## src/rtl/branch_tracker.sv

```systemverilog
// Tracks in-flight conditional branches: captures predictor results into an
// in-order queue, trains the predictor on resolution and flushes on mispredict.
module branch_tracker #(
   parameter int DEPTH = 4,
   parameter int CNT_W = 16
) (
   input  logic                     clk,
   input  logic                     rst,
   input  logic                     br_fetch,
   output logic                     fetch_stall,
   output logic                     pred_req,
   input  logic                     pred_in,
   output logic                     pred_valid,
   output logic                     pred_out,
   input  logic                     br_resolve,
   input  logic                     br_taken,
   output logic                     upd_result,
   output logic                     upd_taken,
   output logic                     mispredict,
   output logic [$clog2(DEPTH):0]   occupancy,
   output logic [CNT_W-1:0]         n_resolved,
   output logic [CNT_W-1:0]         n_mispred,
   output logic                     err_underflow
);

   localparam int PW = $clog2(DEPTH);
   localparam int OW = PW + 1;

   logic [DEPTH-1:0] queue_q, queue_d;
   logic [PW-1:0]    head_q, head_d;
   logic [PW-1:0]    tail_q, tail_d;
   logic [OW-1:0]    count_q, count_d;
   logic             pend_q, pend_d;
   logic             mispredict_q, mispredict_d;
   logic [CNT_W-1:0] n_res_q, n_res_d;
   logic [CNT_W-1:0] n_mis_q, n_mis_d;
   logic             err_q, err_d;

   logic [OW-1:0]    occ_s;
   logic             empty_s;
   logic             full_s;
   logic             res_ok_s;
   logic             flush_now_s;
   logic             accept_s;

   // Control decode: a same-cycle pop never frees a slot for a fetch.
   always_comb begin
      occ_s       = count_q + OW'(pend_q);
      empty_s     = (count_q == {OW{1'b0}});
      full_s      = (occ_s >= OW'(DEPTH));
      res_ok_s    = br_resolve & ~empty_s;
      flush_now_s = res_ok_s & (queue_q[head_q] != br_taken);
      accept_s    = br_fetch & ~full_s & ~flush_now_s;
   end

   // Queue, pending capture, statistics and error next-state.
   always_comb begin
      queue_d      = queue_q;
      head_d       = head_q;
      tail_d       = tail_q;
      count_d      = count_q;
      pend_d       = accept_s;
      mispredict_d = flush_now_s;
      n_res_d      = n_res_q;
      n_mis_d      = n_mis_q;
      err_d        = err_q | (br_resolve & empty_s);
      if (flush_now_s) begin
         count_d = {OW{1'b0}};
         head_d  = tail_q;
         pend_d  = 1'b0;
      end else begin
         if (pend_q) begin
            queue_d[tail_q] = pred_in;
            tail_d          = tail_q + PW'(1);
         end else begin
            tail_d = tail_q;
         end
         if (res_ok_s) begin
            head_d = head_q + PW'(1);
         end else begin
            head_d = head_q;
         end
         count_d = count_q + OW'(pend_q) - OW'(res_ok_s);
      end
      if (res_ok_s && (n_res_q != {CNT_W{1'b1}})) begin
         n_res_d = n_res_q + CNT_W'(1);
      end else begin
         n_res_d = n_res_q;
      end
      if (flush_now_s && (n_mis_q != {CNT_W{1'b1}})) begin
         n_mis_d = n_mis_q + CNT_W'(1);
      end else begin
         n_mis_d = n_mis_q;
      end
   end

   // State registers with asynchronous reset.
   always_ff @(posedge clk or posedge rst) begin
      if (rst) begin
         queue_q      <= {DEPTH{1'b0}};
         head_q       <= {PW{1'b0}};
         tail_q       <= {PW{1'b0}};
         count_q      <= {OW{1'b0}};
         pend_q       <= 1'b0;
         mispredict_q <= 1'b0;
         n_res_q      <= {CNT_W{1'b0}};
         n_mis_q      <= {CNT_W{1'b0}};
         err_q        <= 1'b0;
      end else begin
         queue_q      <= queue_d;
         head_q       <= head_d;
         tail_q       <= tail_d;
         count_q      <= count_d;
         pend_q       <= pend_d;
         mispredict_q <= mispredict_d;
         n_res_q      <= n_res_d;
         n_mis_q      <= n_mis_d;
         err_q        <= err_d;
      end
   end

   // Output drive; the prediction is forwarded while its capture is pending.
   always_comb begin
      fetch_stall   = br_fetch & (full_s | flush_now_s);
      pred_req      = accept_s;
      pred_valid    = pend_q;
      pred_out      = pend_q & pred_in;
      upd_result    = res_ok_s;
      upd_taken     = br_taken;
      mispredict    = mispredict_q;
      occupancy     = occ_s;
      n_resolved    = n_res_q;
      n_mispred     = n_mis_q;
      err_underflow = err_q;
   end

endmodule
```

## config.mk

```make
export PLATFORM = sky130hd
export DESIGN_NAME = branch_tracker
export DESIGN_NICKNAME = d
export VERILOG_FILES = /design/src/rtl/branch_tracker.sv
export SDC_FILE = /design/constraint.sdc
export NUM_CORES = 1
export LEC_CHECK = 0
export CAP_MARGIN = 10
export CORE_ASPECT_RATIO = 0.5
export CORE_UTILIZATION = 50
export DETAILED_ROUTE_END_ITERATION = 10
export HOLD_SLACK_MARGIN = 0.06
export PLACE_DENSITY = 0.79
export REMOVE_ABC_BUFFERS = 1
export SETUP_SLACK_MARGIN = 0.5
export SLEW_MARGIN = 20
export SYNTH_ARGS = -nofsm -noshare
export SYNTH_HDL_FRONTEND = slang
export SYNTH_SLANG_ARGS = --single-unit
```

## constraint.sdc

```tcl
create_clock -name clk -period 3 [get_ports clk]
set_clock_uncertainty 0.15 [all_clocks]
set_input_delay 0.3 -clock clk [delete_from_list [all_inputs] [get_ports clk]]
set_output_delay 0.3 -clock clk [all_outputs]
set_load 0.05 [all_outputs]
```

==> results of run 1 <==
[per-layer routing]
| metal | vias to the layer above | GRT usage (%) |
|---|---|---|
| li1 | 807 | - |
| met1 | 864 | 30.0 |
| met2 | 53 | 37.1 |
| met3 | 3 | 5.61 |
| met4 | 0 | 3.92 |
| met5 | - | 0 |
[metrics by stage]
step	util, %	TNS (ps)	area [um2]	instances
detailed placement	69.1	0	2820	300
finish	74.2	0	3030	315
global route	74.2	0	3030	315
CTS	73.0	0	2980	310
floorplan	-	-364	2230	195
global placement	69.1	0	2820	300
[layout make-up]
type	count	area [um2]	area share, %
Clock buffer	7	76.3	2.52
Clock inverter	1	30.0	0.991
Inverter	8	35.0	1.16
Multi-Input combinational cell	141	1100	36.4
Sequential cell	46	1150	38.0
Tap cell	54	67.6	2.23
Timing Repair Buffer	58	568	18.7
[power by group]
part	internal (uW)	switching, uW
combinational	639	988
clock	249	201
sequential	789	214
[layout by cell type (no fill, tap or decap), drive strengths merged]
| master | instances |
|---|---|
| clkdlybuf4s50 | 43 |
| xor2 | 11 |
| nand4 | 11 |
| nand3 | 14 |
| o211ai | 1 |
| nor3b | 1 |
| o21ai | 1 |
| dlygate4sd2 | 2 |
| nand2b | 1 |
| nor4 | 3 |
| a21o | 1 |
| or2b | 1 |
| nor2 | 14 |
| buf | 12 |
| o311ai | 1 |
| nor4b | 2 |
| nand2 | 19 |
| mux2 | 10 |
| o21a | 1 |
| nor2b | 2 |
| dfrtp | 46 |
| nor3 | 6 |
| inv | 7 |
| ha | 10 |
| xnor2 | 21 |
| clkbuf | 8 |
| a21oi | 2 |
| clkinv | 1 |
| bufinv | 1 |
| mux4 | 1 |
| and4 | 2 |
| and3 | 4 |
| and2 | 1 |
[what timing repair did]
| item | in CTS | in global routing |
|---|---|---|
| setup buffers | 2 | 5 |
| pin swaps | 0 | 3 |
| resized for setup | 11 | 5 |
| endpoints found under the setup margin | 5 | 4 |
[final timing paths]
kind | start | end | slack (ps) | cells past startpoint
max in group asynchronous | rst | n_mispred[4] | 1960 | 3
min in group clk | err_underflow | err_underflow | 340 | 1
worst min register to register | err_underflow | err_underflow | 340 | 1
worst max register to register | head_q[0] | n_mispred[6] | 650 | 6
worst min-delay path | rst | queue_q[3] | 140 | 2
worst max-delay path | head_q[0] | pred_req | 550 | 6
[cell usage after synthesis, drive strengths merged]
| master | n | share of area (%) |
|---|---|---|
| nor4 | 3 | 1.8 |
| xnor2 | 21 | 8.6 |
| a21oi | 2 | 0.45 |
| nor3b | 1 | 0.34 |
| nand2 | 19 | 3.3 |
| o21ai | 1 | 0.22 |
| mux2 | 10 | 5.0 |
| nand2b | 1 | 0.28 |
| o21a | 1 | 0.34 |
| o311ai | 1 | 0.39 |
| nand3 | 14 | 3.1 |
| a21o | 1 | 0.34 |
| or2b | 1 | 0.50 |
| ha | 10 | 5.6 |
| buf | 1 | 0.34 |
| mux4 | 1 | 1.0 |
| nand4 | 11 | 3.1 |
| nor2 | 14 | 2.3 |
| nor3 | 6 | 1.3 |
| inv | 8 | 1.3 |
| and4 | 2 | 0.78 |
| and3 | 4 | 1.1 |
| nor2b | 2 | 0.56 |
| and2 | 1 | 0.28 |
| dfrtp | 46 | 51 |
| xor2 | 11 | 4.3 |
| nor4b | 2 | 1.5 |
| o211ai | 1 | 0.34 |
[flip-flops by register name, summed over array words and instances (netlist names)]
register	cells
tail_q	2
err_underflow	1
head_q	2
pred_valid	1
count_q	3
mispredict	1
n_mispred	16
n_resolved	16
queue_q	4
[logic make-up (layout without fill, tap and decap cells)]
family	count (synthesis)	in the layout
XOR/XNOR	32	32
AO/OA/AOI/OAI	7	7
adder cells (fa/ha/maj)	10	10
AND/OR/NAND/NOR	81	81
buffers and inverters	9	74
multiplexers	11	11
flip-flops	46	46
==> metrics.md, run 1 <==
| Metric | Value |
|---|---|
| Actual slew at the worst max-slew pin | 723 ps |
| Compound-cell area share of the yosys netlist | 2.07% |
| Post-synthesis sequential area ratio | 51.5% |
| DRC Markers | 0 |
| Max Slew Vio Count | 0 |
| Final min period | 2450 ps |
| Setup violations, final | 0 |
| Starting density of the core | 54.8% |
| Total Power | 3080 uW |
| Worst hold margin | 142 ps |
| Layout area overhead | 35.5% |
| RSZ-0062 raised after global routing | true |
| F_max | 408 MHz |
| VDD IR-drop max | 0.866 mV |
| Leakage power | 0.00131 uW |
| Buf/Inv on CP | 2 |
| Number of synthesized register bits | 46 |
| Largest net degree at the start of global routing | 20 |
| Routed via count | 1,727 |
| Port bufs | 48 |
| Worst-path clk slew | 80 ps |
| Slew headroom | 51.4% |
| Die width | 96.6 um |
| Synth cell types | 33 |
| XOR/XNOR share of the synthesized area | 12.9% |
| Total Routed Length | 4870 um |
| Adder-cell share of the synthesized area | 5.59% |
| Row count | 16 |
| WS Path Type | flop to output port |
| CORE AREA | 4080 um2 |
| Post-DRT Antenna Nets | 0 |
| Crit-path max FO | 5 |
| Initial antenna violation count | 0 |
| All-Layer GR Usage | 22.4% |
| Placement Setup Slack | 376 ps |
| Wire per inst | 15.4 um |
| First-pass GRT wire length | 8020 um |
| Avg Inst Size Synth | 11.4 um2 |
| CP top delay family | multiplexers |
| Slowest cell on crit path | mux4_2 |
| Critical path required time | 2550 ps |
| Netlist Area Pre-Place | 2240 um2 |
| Final critical-path setup slack | 549 ps |
| Largest family of logic cells by synthesized area | simple AND/OR/NAND/NOR gates |
| Initial DRC count | 86 |
| Multiplexer share of the synthesized area | 6.04% |
| Post-DP HPWL | 3360 um |
| TritonCTS buffer count | 5 |
| Top Metal Used | met4 |
| Drt pass-1 iters | 4 |
| IO Pins | 49 |
| DIE AREA | 4760 um2 |
| Vias/cell | 5.48 |
| Root Driver | clkbuf_8 |
| Critical Path Source Type | flop |
| WP data arrival | 2000 ps |
| H-tree depth | 2 |
| Share of post-route cells with drive strength above 1 | 15.7% |
| CTS max path bufs | 2 |
| Number of global-route vias before repair | 1,686 |
| Kind of end point of the critical path | output port |
| Antenna diode count | 0 |
| Period utilisation layout | 81.7% |
| Final Hold Violating Endpoints | 0 |
| Metal1 wirelength | 2230 um |
| Filler cells | 287 |
| Worst hold path class | input port to asynchronous set/reset pin |
| MaxCap Viol Count | 0 |
| Synthesis Warnings | 0 |
| RD Place Congestion | 0.800 |
| GRT Residual Overflow | 0 |
| Simple-gate share of the synthesized area | 20.3% |
| Met2 WL | 2400 um |
| Met3 wire length | 222 um |
| Max incr delay on CP | 580 ps |
| Cts hold-fix bufs | 0 |
| Critical-path cell list | mux4_2 -> xor2_4 -> nand2_4 -> inv_6 -> nor3b_4 -> buf_12 |
| Skew-Pair Late Insertion Delay | 290 ps |
| Post-Synthesis Cells | 196 |
| Die Y | 49.3 um |
| TritonCTS sink count | 46 |
| Final #Nets | 276 |
| Power per standard cell area | 1020 nW/um2 |
| Outcome | finished, final reports clean |
| CTS tree | yes |
Power figures use the tool's default switching activity.
==> run 2: changes to the inputs <==
--- a/config.mk
+++ b/config.mk
@@ -7,10 +7,10 @@
 export LEC_CHECK = 0
 export CAP_MARGIN = 10
 export CORE_ASPECT_RATIO = 0.5
-export CORE_UTILIZATION = 50
+export CORE_UTILIZATION = 45
 export DETAILED_ROUTE_END_ITERATION = 10
 export HOLD_SLACK_MARGIN = 0.06
-export PLACE_DENSITY = 0.79
+export PLACE_DENSITY = 0.75
 export REMOVE_ABC_BUFFERS = 1
 export SETUP_SLACK_MARGIN = 0.5
 export SLEW_MARGIN = 20
==> constraint.sdc (replaced) <==
create_clock -name clk -period 2.25 [get_ports clk]
set_clock_uncertainty 0.15 [all_clocks]
set_input_delay 0.225 -clock clk [delete_from_list [all_inputs] [get_ports clk]]
set_output_delay 0.225 -clock clk [all_outputs]
set_load 0.05 [all_outputs]
==> run 2 against run 1 <==
Effect of this change:
- the flow now finishes with violations (setup timing)
- global-route usage increased by 2.7 points
- clock-buffer cell count decreased by 2
- die area increased by 11%
- sequential share of layout area decreased by 6.6 points
- final area increased by 21%
- power increased by 54%
- worst setup slack got worse by 710 ps
- critical path type unchanged
==> metrics.md, run 2 (synthesis results as in run 1) <==
| Metric | Value |
|---|---|
| All-Layer GR Usage | 25.0% (was 22.4%) |
| F_max | 414 MHz |
| Clock power share | 12.9% (was 14.6%) |
| Final min period | 2410 ps |
| Die Y | 51.9 um (was 49.3 um) |
| VDD IR-drop max | 0.984 mV (was 0.866 mV) |
| Critical-path cell list | mux4_2 -> xor2_4 -> nand2_2 -> inv_2 -> nor3b_2 -> buf_4 -> buf_12 (was mux4_2 -> xor2_4 -> nand2_4 -> inv_6 -> nor3b_4 -> buf_12) |
| Port bufs | 48 (unchanged) |
| DRC Markers | 0 (unchanged) |
| IO Pins | 49 (unchanged) |
| CORE AREA | 4570 um2 (was 4080 um2) |
| TritonCTS sink count | 46 (unchanged) |
| GRT Residual Overflow | 0 (unchanged) |
| Net Sw Power | 2140 uW (was 1400 uW) |
| FF-to-FF Start | head_q[0] (unchanged) |
| Critical Path Source Type | flop (unchanged) |
| RSZ-0062 raised after global routing | true (unchanged) |
| Sequential power share | 27.5% (was 32.6%) |
| Actual slew at the worst max-slew pin | 799 ps (was 723 ps) |
| Drt pass-1 iters | 4 (unchanged) |
| Slew headroom | 46.4% (was 51.4%) |
| Power per standard cell area | 1290 nW/um2 (was 1020 nW/um2) |
| Final Hold Violating Endpoints | 0 (unchanged) |
| Root Driver | clkbuf_8 (unchanged) |
| Row count | 17 (was 16) |
| Commonest non-fill, non-tap cell in the layout | dfrtp_1 (unchanged) |
| Max Slew Vio Count | 0 (unchanged) |
| First-pass GRT wire length | 9660 um (was 8020 um) |
| TNS Setup | -1150 ps (was 0 ps) |
| TritonCTS buffer count | 5 (unchanged) |
| Initial DRC count | 56 (was 86) |
| Routed via count | 1,894 (was 1,727) |
| Vias/cell | 5.15 (was 5.48) |
| Period utilisation layout | 107% |
| Critical path required time | 1880 ps (was 2550 ps) |
| Reg2Reg Capture Point | n_mispred[5] (was n_mispred[6]) |
| Sw Share | 45.0% (was 45.6%) |
| Layout area overhead | 64.4% (was 35.5%) |
| Skew-Pair Late Insertion Delay | 300 ps (was 290 ps) |
| Number of global-route vias before repair | 1,954 (was 1,686) |
| Most frequent cells in the layout | dfrtp_1, buf_4, dlygate4sd2_1 (was dfrtp_1, clkdlybuf4s50_1, xnor2_1) |
| Worst hold path class | input port to asynchronous set/reset pin (unchanged) |
| DIE AREA | 5270 um2 (was 4760 um2) |
| WP data arrival | 2040 ps (was 2000 ps) |
| Int Pwr | 2610 uW (was 1680 uW) |
| R2R Setup Slk | -100 ps (was 650 ps) |
| Post-DRT Antenna Nets | 0 (unchanged) |
| Max incr delay on CP | 580 ps (about the same) |
| Crit-path max FO | 3 (was 5) |
| Starting density of the core | 48.9% (was 54.8%) |
| Reg2Reg Depth | 7 (was 6) |
| RD Place Congestion | 0.776 (was 0.800) |
| Final critical-path setup slack | -165 ps (was 549 ps) |
| MaxCap Viol Count | 0 (unchanged) |
| Share of post-route cells with drive strength above 1 | 43.4% (was 15.7%) |
| CTS max path bufs | 2 (unchanged) |
| Largest net degree at the start of global routing | 24 (was 20) |
| Worst hold margin | 127 ps (was 142 ps) |
| Die width | 102 um (was 96.6 um) |
| Worst-path clk slew | 90 ps (was 80 ps) |
| WS Path Type | flop to output port (unchanged) |
| CTS tree | yes (unchanged) |
| Total Routed Length | 6490 um (was 4870 um) |
| Initial antenna violation count | 0 (unchanged) |
| H-tree depth | 2 (unchanged) |
| Outcome | finished, violations left (was finished, final reports clean) |
| Final #Nets | 317 (was 276) |
| Antenna diode count | 0 (unchanged) |
| Post-DP HPWL | 3500 um (was 3360 um) |
| Leakage power | 0.00179 uW (was 0.00131 uW) |
| Violated checks | setup timing |
| Slowest cell on crit path | mux4_2 (unchanged) |
| Gate power share | 59.6% (was 52.8%) |
| Wire per inst | 17.6 um (was 15.4 um) |
| Kind of end point of the critical path | output port (unchanged) |
| Setup violations, final | 17 (was 0) |
run 2: how the worst max path moves through the flow:
stage / end / startpoint / cells after the start / slack (ps)
finish: pred_req / head_q[0] / 7 / -160
detailed placement: n_resolved[6] / n_resolved[0] / 6 / 4
global route: pred_req / head_q[0] / 7 / -230
floorplan: pred_valid / count_q[0] / 6 / -910
global placement: tail_q[1] / head_q[0] / 6 / 20
CTS: pred_req / head_q[0] / 7 / -140
run 2: metal layers:
layer | track usage (%) | routed length, um | vias up
met3 | 4.84 | 155 | 9
met1 | 29.4 | 2750 | 961
met5 | 0 | 0 | -
met2 | 45.9 | 3500 | 36
met4 | 9.66 | 87 | 0
li1 | - | - | 888
run 2: worst max-delay path: cells and delay by family (launching register included):
| kind | cells | cell delay [ps] |
|---|---|---|
| flip-flops | 1 | 400 |
| buffers and inverters | 3 | 320 |
| AND/OR/NAND/NOR | 2 | 240 |
| multiplexers | 1 | 580 |
| XOR/XNOR | 1 | 190 |
run 2: cell type report:
type                    instances  area, um2
clock buffers                   5       68.8
repair buffers                 99        898
fillers                       276        895
well taps                      66       82.6
multi-input cells             141       1400
inverters                       8       32.5
clock inverters                 3       40.0
flip-flops and latches         46       1150
run 2: power groups by stage:
stage | Combinational [uW] | Clock [uW] | Sequential (uW)
final | 2830 | 612 | 1310
after global routing | 2980 | 647 | 1330
after CTS | 2500 | 623 | 1290
after detailed placement | 2150 | 0 | 1310
after global placement | 2100 | 0 | 1290
after floorplan | 986 | 0 | 1680
run 2: metrics by stage:
stage	power, uW	worst slack (ps)	instances	utilization, %	area, um2
2_1_floorplan	2660	-908	195	-	2230
3_3_place_gp	3390	24.4	323	64.0	2930
3_5_place_dp	3460	3.81	323	64.0	2930
4_1_cts	4410	-143	352	74.1	3390
5_1_grt	4960	-232	368	80.4	3680
6_report	4750	-165	368	80.4	3680
run 2: repair_timing:
item | 4_1_cts | 5_1_grt
hold buffers | 0 | 0
resized for setup | 89 | 42
setup endpoints to repair | 80 | 51
pin swaps | 26 | 21
buffers inserted | 21 | 16
